$ cat src/rtl/rv_ctrl_pkg.sv
// Shared encodings for the RV32IM decode-stage controller.
// Opcodes, control encodings, funct7/funct3 names and sequencer states.
package rv_ctrl_pkg;

  localparam logic [6:0] OP_R     = 7'b0110011;
  localparam logic [6:0] OP_I     = 7'b0010011;
  localparam logic [6:0] OP_LOAD  = 7'b0000011;
  localparam logic [6:0] OP_STORE = 7'b0100011;
  localparam logic [6:0] OP_BR    = 7'b1100011;
  localparam logic [6:0] OP_JAL   = 7'b1101111;
  localparam logic [6:0] OP_JALR  = 7'b1100111;
  localparam logic [6:0] OP_LUI   = 7'b0110111;
  localparam logic [6:0] OP_AUIPC = 7'b0010111;

  localparam logic [6:0] F7_BASE = 7'b0000000;
  localparam logic [6:0] F7_ALT  = 7'b0100000;
  localparam logic [6:0] F7_MEXT = 7'b0000001;

  localparam logic [2:0] RES_ALU = 3'b000;
  localparam logic [2:0] RES_MEM = 3'b001;
  localparam logic [2:0] RES_PC4 = 3'b010;
  localparam logic [2:0] RES_IMM = 3'b011;
  localparam logic [2:0] RES_MD  = 3'b100;

  localparam logic [2:0] IMM_I = 3'b000;
  localparam logic [2:0] IMM_S = 3'b001;
  localparam logic [2:0] IMM_B = 3'b010;
  localparam logic [2:0] IMM_J = 3'b011;
  localparam logic [2:0] IMM_U = 3'b100;

  localparam logic [3:0] ALU_ADD  = 4'b0000;
  localparam logic [3:0] ALU_SUB  = 4'b0001;
  localparam logic [3:0] ALU_AND  = 4'b0010;
  localparam logic [3:0] ALU_OR   = 4'b0011;
  localparam logic [3:0] ALU_XOR  = 4'b0100;
  localparam logic [3:0] ALU_SLT  = 4'b0101;
  localparam logic [3:0] ALU_SLTU = 4'b0110;
  localparam logic [3:0] ALU_SLL  = 4'b0111;
  localparam logic [3:0] ALU_SRL  = 4'b1000;
  localparam logic [3:0] ALU_SRA  = 4'b1001;

  localparam logic [2:0] MD_MUL    = 3'b000;
  localparam logic [2:0] MD_MULH   = 3'b001;
  localparam logic [2:0] MD_MULHSU = 3'b010;
  localparam logic [2:0] MD_MULHU  = 3'b011;
  localparam logic [2:0] MD_DIV    = 3'b100;
  localparam logic [2:0] MD_DIVU   = 3'b101;
  localparam logic [2:0] MD_REM    = 3'b110;
  localparam logic [2:0] MD_REMU   = 3'b111;

  typedef enum logic [1:0] {
    IDLE = 2'd0,
    BUSY = 2'd1,
    HOLD = 2'd2
  } md_state_t;

  function automatic logic [3:0] alu_op(
    input logic [2:0] f3,
    input logic       alt
  );
    logic [3:0] op;
    op = ALU_ADD;
    case (f3)
      3'b000:  op = alt ? ALU_SUB : ALU_ADD;
      3'b001:  op = ALU_SLL;
      3'b010:  op = ALU_SLT;
      3'b011:  op = ALU_SLTU;
      3'b100:  op = ALU_XOR;
      3'b101:  op = alt ? ALU_SRA : ALU_SRL;
      3'b110:  op = ALU_OR;
      default: op = ALU_AND;
    endcase
    return op;
  endfunction

endpackage

$ cat src/rtl/rv_mext_controller_md_sequencer.sv
// Mul/div issue sequencer: issue, countdown, hold and kill handling.
// RV_MEXT_DIV_EARLY_EN adds div_early_i for early divide completion.
module md_sequencer
  import rv_ctrl_pkg::*;
#(
  parameter int MUL_LAT = 2,
  parameter int DIV_LAT = 33,
  parameter int CNT_W   = 6
) (
  input  logic clk,
  input  logic rst_n,
  input  logic valid_i,
  input  logic mop_i,
  input  logic div_i,
  input  logic stall_ext_i,
  input  logic flush_i,
`ifdef RV_MEXT_DIV_EARLY_EN
  input  logic div_early_i,
`endif
  output logic start_o,
  output logic kill_o,
  output logic busy_o,
  output logic done_o,
  output logic stall_o
);

  localparam logic [CNT_W-1:0] MUL_L = CNT_W'(MUL_LAT);
  localparam logic [CNT_W-1:0] DIV_L = CNT_W'(DIV_LAT);
  localparam logic [CNT_W-1:0] ONE   = CNT_W'(1);

  md_state_t        state_q, state_d;
  logic [CNT_W-1:0] cnt_q, cnt_d;
  logic             div_q, div_d;
  logic [CNT_W-1:0] lat;
  logic             issue, expire;
  logic             start, kill, done, stall;

  always_ff @(posedge clk or negedge rst_n) begin
    if (!rst_n) begin
      state_q <= IDLE;
      cnt_q   <= '0;
      div_q   <= 1'b0;
    end else begin
      state_q <= state_d;
      cnt_q   <= cnt_d;
      div_q   <= div_d;
    end
  end

  always_comb begin
    state_d = state_q;
    cnt_d   = cnt_q;
    div_d   = div_q;
    start   = 1'b0;
    kill    = 1'b0;
    done    = 1'b0;
    stall   = 1'b0;
    lat     = div_i ? DIV_L : MUL_L;
    issue   = valid_i & mop_i & (state_q == IDLE) & ~flush_i;
    expire  = (cnt_q == ONE);
`ifdef RV_MEXT_DIV_EARLY_EN
    expire  = expire | (div_q & div_early_i);
`endif
    unique case (state_q)
      IDLE: begin
        if (issue) begin
          start = 1'b1;
          div_d = div_i;
          if (lat == ONE) begin
            done = 1'b1;
            if (stall_ext_i) state_d = HOLD;
          end else begin
            cnt_d   = lat - ONE;
            state_d = BUSY;
            stall   = 1'b1;
          end
        end
      end
      BUSY: begin
        // a redirect outranks a result landing in the same cycle
        if (flush_i) begin
          kill    = 1'b1;
          cnt_d   = '0;
          state_d = IDLE;
        end else if (expire) begin
          done    = 1'b1;
          cnt_d   = '0;
          state_d = stall_ext_i ? HOLD : IDLE;
        end else begin
          cnt_d = cnt_q - ONE;
          stall = 1'b1;
        end
      end
      HOLD: begin
        if (flush_i || !stall_ext_i) begin
          cnt_d   = '0;
          state_d = IDLE;
        end
      end
      default: begin
        cnt_d   = '0;
        state_d = IDLE;
      end
    endcase
  end

  assign start_o = start & rst_n;
  assign kill_o  = kill & rst_n;
  assign done_o  = done & rst_n;
  assign stall_o = stall & rst_n;
  assign busy_o  = (state_q != IDLE) & rst_n;

endmodule

$ cat src/rtl/rv_mext_controller.sv
// RV32IM decode-stage controller with a mul/div issue sequencer.
// Define RV_MEXT_DIV_EARLY_EN to add the DivEarlyDone input.
module rv_mext_controller
  import rv_ctrl_pkg::*;
#(
  parameter int XLEN    = 32,
  parameter int MUL_LAT = 2,
  parameter int DIV_LAT = 33,
  parameter int CNT_W   = 6
) (
  input  logic            clk,
  input  logic            rst_n,
  input  logic [XLEN-1:0] InstrD,
  input  logic            ValidD,
  input  logic            StallDExt,
  input  logic            FlushD,
`ifdef RV_MEXT_DIV_EARLY_EN
  input  logic            DivEarlyDone,
`endif
  output logic [2:0]      ResultSrcD,
  output logic            RegWriteD,
  output logic            MemWriteD,
  output logic            JumpD,
  output logic            BranchD,
  output logic            ALUSrcD,
  output logic            SrcAsrcD,
  output logic            jumpRegD,
  output logic [2:0]      ImmSrcD,
  output logic [2:0]      funct3D,
  output logic [3:0]      ALUControlD,
  output logic            IllegalD,
  output logic            MdStart,
  output logic [2:0]      MdOpD,
  output logic            MdKill,
  output logic            MdBusy,
  output logic            MdDone,
  output logic            StallDReq
);

  logic [6:0] opc, f7;
  logic [2:0] f3;
  logic       is_mop;
  logic       ill;
  logic       unused_fields;

  assign opc     = InstrD[6:0];
  assign f3      = InstrD[14:12];
  assign f7      = InstrD[31:25];
  assign is_mop  = (opc == OP_R) && (f7 == F7_MEXT);
  assign funct3D = f3;
  assign MdOpD   = f3;
  assign unused_fields = ^{InstrD[24:15], InstrD[11:7]};

  always_comb begin
    ResultSrcD  = RES_ALU;
    RegWriteD   = 1'b0;
    MemWriteD   = 1'b0;
    JumpD       = 1'b0;
    BranchD     = 1'b0;
    ALUSrcD     = 1'b0;
    SrcAsrcD    = 1'b0;
    jumpRegD    = 1'b0;
    ImmSrcD     = IMM_I;
    ALUControlD = ALU_ADD;
    ill         = 1'b0;
    unique case (1'b1)
      opc == OP_R: begin
        RegWriteD = 1'b1;
        if (f7 == F7_MEXT)
          ResultSrcD = RES_MD;
        else if (f7 == F7_BASE ||
                 (f7 == F7_ALT && (f3 == 3'b000 || f3 == 3'b101)))
          ALUControlD = alu_op(f3, f7[5]);
        else
          ill = 1'b1;
      end
      opc == OP_I: begin
        RegWriteD   = 1'b1;
        ALUSrcD     = 1'b1;
        ALUControlD = alu_op(f3, (f3 == 3'b101) & f7[5]);
        if (f3 == 3'b001 && f7 != F7_BASE)
          ill = 1'b1;
        if (f3 == 3'b101 && f7 != F7_BASE && f7 != F7_ALT)
          ill = 1'b1;
      end
      opc == OP_LOAD: begin
        RegWriteD  = 1'b1;
        ALUSrcD    = 1'b1;
        ResultSrcD = RES_MEM;
        ill = (f3 == 3'b011) || (f3 == 3'b110) || (f3 == 3'b111);
      end
      opc == OP_STORE: begin
        MemWriteD = 1'b1;
        ALUSrcD   = 1'b1;
        ImmSrcD   = IMM_S;
        ill       = f3[2] || (f3 == 3'b011);
      end
      opc == OP_BR: begin
        BranchD = 1'b1;
        ImmSrcD = IMM_B;
        unique case (f3[2:1])
          2'b00:   ALUControlD = ALU_SUB;
          2'b10:   ALUControlD = ALU_SLT;
          2'b11:   ALUControlD = ALU_SLTU;
          default: ill = 1'b1;
        endcase
      end
      opc == OP_JAL: begin
        JumpD      = 1'b1;
        RegWriteD  = 1'b1;
        ResultSrcD = RES_PC4;
        ImmSrcD    = IMM_J;
      end
      opc == OP_JALR: begin
        JumpD      = 1'b1;
        jumpRegD   = 1'b1;
        RegWriteD  = 1'b1;
        ALUSrcD    = 1'b1;
        ResultSrcD = RES_PC4;
        ill        = (f3 != 3'b000);
      end
      opc == OP_LUI: begin
        RegWriteD  = 1'b1;
        ResultSrcD = RES_IMM;
        ImmSrcD    = IMM_U;
      end
      opc == OP_AUIPC: begin
        RegWriteD = 1'b1;
        ALUSrcD   = 1'b1;
        SrcAsrcD  = 1'b1;
        ImmSrcD   = IMM_U;
      end
      default: ill = 1'b1;
    endcase
    if (ill) begin
      RegWriteD = 1'b0;
      MemWriteD = 1'b0;
      JumpD     = 1'b0;
      BranchD   = 1'b0;
      jumpRegD  = 1'b0;
    end
  end

  assign IllegalD = ill;

  md_sequencer #(
    .MUL_LAT (MUL_LAT),
    .DIV_LAT (DIV_LAT),
    .CNT_W   (CNT_W)
  ) u_seq (
    .clk         (clk),
    .rst_n       (rst_n),
    .valid_i     (ValidD),
    .mop_i       (is_mop),
    .div_i       (f3[2]),
    .stall_ext_i (StallDExt),
    .flush_i     (FlushD),
`ifdef RV_MEXT_DIV_EARLY_EN
    .div_early_i (DivEarlyDone),
`endif
    .start_o     (MdStart),
    .kill_o      (MdKill),
    .busy_o      (MdBusy),
    .done_o      (MdDone),
    .stall_o     (StallDReq)
  );

endmodule
$ cat config.mk
export PLATFORM = sky130hd
export DESIGN_NAME = rv_mext_controller
export DESIGN_NICKNAME = d
export VERILOG_FILES = /design/src/rtl/rv_ctrl_pkg.sv /design/src/rtl/rv_mext_controller_md_sequencer.sv /design/src/rtl/rv_mext_controller.sv
export SDC_FILE = /design/constraint.sdc
export NUM_CORES = 1
export LEC_CHECK = 0
export BUFFER_PORTS_ARGS = -buffer_cell sky130_fd_sc_hd__buf_2
export CORE_MARGIN = 1.5
export CORE_UTILIZATION = 30
export CTS_CLUSTER_DIAMETER = 40
export DETAILED_ROUTE_END_ITERATION = 7
export PLACE_DENSITY = 0.56
export SETUP_SLACK_MARGIN = 0.5
export SLEW_MARGIN = 30
export SYNTH_ARGS = -nofsm -noshare
export SYNTH_HDL_FRONTEND = slang
export SYNTH_HIERARCHICAL = 1
export SYNTH_SLANG_ARGS = --single-unit
$ cat constraint.sdc
create_clock -name clk -period 2.5 [get_ports clk]
set_input_delay 0 -clock clk [delete_from_list [all_inputs] [get_ports clk]]
set_output_delay 0 -clock clk [all_outputs]
set_load 0.005 [all_outputs]
==> results.json <==
{
  "synth_seq_cells": 8,
  "final_common_cell": "buf_2",
  "post-route-period-util_pct": 79.1,
  "drt_iter0_drc": 109,
  "status": "finished, final reports clean",
  "leakage_nw": 0.725,
  "rows": 23,
  "min_path_cells": 3,
  "die_y_um": 67.8,
  "fin_total_pwr_w": 0.000403,
  "clk_pin_slew_worst_paths_ns": 0.04,
  "cts_buffer_depth": 2,
  "portBuffers": 50,
  "crit_arrival_ns": 1.98,
  "ys_async_sr_fraction_pct": 100,
  "synth-seq-area-share_pct": 15.9,
  "ir_drop_mv": 0.0966,
  "synth-edff-count": 0,
  "reg2reg_from": "u_seq/state_q[0]$_DFFE_PN0P_",
  "slew_viol_final": 0,
  "intPower_w": 0.000281,
  "top_layer_used": "met4",
  "ys.flop_type": "dfrtp_1",
  "r2r_end": "u_seq/cnt_q[3]$_DFFE_PN0P_",
  "grt_pass1_wl_mm": 5.77,
  "clock_latency_ns": 0.23,
  "h-tree-depth": 1,
  "hold_end": "u_seq/state_q[1]$_DFFE_PN0P_",
  "critPathRequiredTime_ns": 2.50,
  "cts-buffers-inserted": 3,
  "avgRoutedWirePerCell_um": 13.9,
  "relSlewSlack_pct": 65.6,
  "power.share.combinational_pct": 28.8,
  "core_um2": 4030,
  "place_hpwl_mm": 2.71,
  "final_cell_mix": "49 x buf_2, 11 x nor3_1, 8 x nand3_1, 8 x dfrtp_1",
  "period_minus_slack_ns": 1.98,
  "final_cells": 253,
  "antenna_found_initial": 0,
  "area_growth_pct": 28.1,
  "drive_gt1_share_pct": 37.9,
  "fmax_mhz": 506,
  "tightest_slew_ns": 0.516,
  "syn_avg_cell_area_um2": 7.92,
  "reg2reg_slack_ns": 0.97,
  "clock_power_share_pct": 38.9,
  "syn_area_um2": 1260,
  "start_kind": "input pin",
  "cts_tree": "built",
  "clock-skew-final_ns": 0.000300,
  "grt_pass1_vias": 1249,
  "end_kind": "output pin",
  "synth_warnings": 6,
  "fillers": 453,
  "detail-route-antenna-nets": 0,
  "totalWireLength_mm": 3.52,
  "clockRootBuffer": "clkbuf_8",
  "drt-met1-wl_mm": 1.61,
  "hold_start": "StallDExt",
  "io_pins": 66,
  "pre_cts_slack_ns": 0.244,
  "finalNetCount": 244,
  "route.detailed.drc": 0,
  "setup_ws_ns": 0.523,
  "wl_met3_um": 189,
  "crit_path_max_fanout": 4,
  "power.density_nw_per_um2": 250,
  "dp_cells": 247,
  "wl_met2_mm": 1.70,
  "maxCapViolations": 0,
  "postSynthCellCount": 159,
  "setup_violations": 0,
  "grt_use_total_pct": 15.8,
  "p_seq_share_pct": 32.3,
  "reg2regPathDepth": 3,
  "synth_cell_types": 65,
  "p_sw_w": 0.000122,
  "finalSetupTns_ns": 0,
  "n_antenna_cell": 0,
  "initial_core_util_pct": 31.3,
  "cts.sink_count": 8,
  "vias": 1407,
  "grt_overflow": 0,
  "critical_path_class": "input pin to output pin",
  "drt_pass1_iterations": 4,
  "final-hold-violation-count": 0,
  "p_sw_share_pct": 30.3,
  "die_area_um2": 4600,
  "rsz0062_at_grt": "true",
  "vias_per_cell": 5.56,
  "grt_max_degree": 18,
  "die_w_um": 67.8,
  "min_path_type": "input pin to flop",
  "gp_congestion": 0.818,
  "syn_nets": 198
}
[logic make-up after synthesis]
logic type / count (synthesis) / share of synthesized area (%)
simple gates: 76 / 38.4
compound gates: 45 / 31.3
buf+inv: 24 / 9.53
flops: 8 / 15.9
xor+xnor: 3 / 2.09
fa+ha+maj: 2 / 1.99
mux: 1 / 0.794
[sequential cells by signal (all words and copies together) (netlist names)]
register       cells
u_seq/cnt_q        6
u_seq/state_q      2
[metal layers]
metal | up-vias | GRT usage [%]
met5 | - | 0
met4 | 0 | 4.75
met3 | 3 | 2.00
met2 | 47 | 26.2
met1 | 658 | 21.2
li1 | 699 | -
[synth_stat cells, drive strengths merged, types with 3 or more instances]
library cell | number | share of area [%]
o21ai | 5 | 2.0
dfrtp | 8 | 16
nor2b | 6 | 3.0
a2111oi | 3 | 5.1
a21oi | 8 | 3.2
clkbuf | 7 | 2.1
inv | 9 | 2.7
nand3b | 3 | 1.8
a31oi | 3 | 1.5
nor2 | 7 | 2.1
nand3 | 8 | 3.2
nand2b | 5 | 2.5
and3 | 3 | 1.5
or3 | 3 | 1.5
a221o | 3 | 2.4
nand2 | 5 | 1.5
nor3 | 13 | 6.1
buf | 8 | 4.8
[power by group through the flow]
stage               registers (W)  clock network [W]   logic, W
floorplan                0.000132                  0  0.0000674
finish                   0.000130           0.000157   0.000116
CTS                      0.000130           0.000161   0.000112
global route             0.000130           0.000171   0.000130
global placement         0.000132                  0   0.000111
detailed placement       0.000132                  0   0.000111
[timing repair]
| item | in CTS | in global routing |
|---|---|---|
| pin swaps | 0 | 6 |
| buffers inserted | 0 | 2 |
| endpoints found under the hold margin | 8 | 0 |
| endpoints found under the setup margin | 3 | 6 |
| hold buffers | 1 | 0 |
| resized for setup | 1 | 5 |
[worst max-delay path by stage]
stage,startpoint,cells after the start,to,slack [ns]
after floorplan,InstrD[28],6,u_seq/cnt_q[4]$_DFFE_PN0P_,0.50
after global placement,InstrD[28],8,u_seq/cnt_q[5]$_DFFE_PN0P_,0.24
after detailed placement,InstrD[28],8,u_seq/cnt_q[5]$_DFFE_PN0P_,0.24
after global routing,InstrD[31],9,StallDReq,0.41
final,InstrD[31],9,StallDReq,0.52
after CTS,InstrD[28],8,u_seq/cnt_q[5]$_DFFE_PN0P_,0.48
[worst max-delay path, cell delays in order]
cell and delay, ns:
buf_6 0.09, or4_4 0.54, or2_4 0.28, nor4bb_4 0.26
buf_4 0.17, a21oi_2 0.06, a311oi_2 0.30, and2_1 0.17
buf_2 0.10
[cell type report]
type	count	area (µm²)	share of cell area, %
inverter	9	33.8	2.09
tap	50	62.6	3.88
timing repair buffer	56	304	18.8
sequential	8	200	12.4
clock buffer	3	41.3	2.56
multi-input combinational	127	972	60.2
[per-stage QoR]
stage,hold WS (ns),utilization [%],area [µm²]
floorplan,-0.296,-,1270
global placement,-0.117,37.6,1520
detailed placement,-0.116,37.6,1520
CTS,0.0551,39.0,1570
global route,0.0685,40.1,1610
finish,0.0529,40.1,1610
Note: power is estimated with default switching activity, not from simulation.
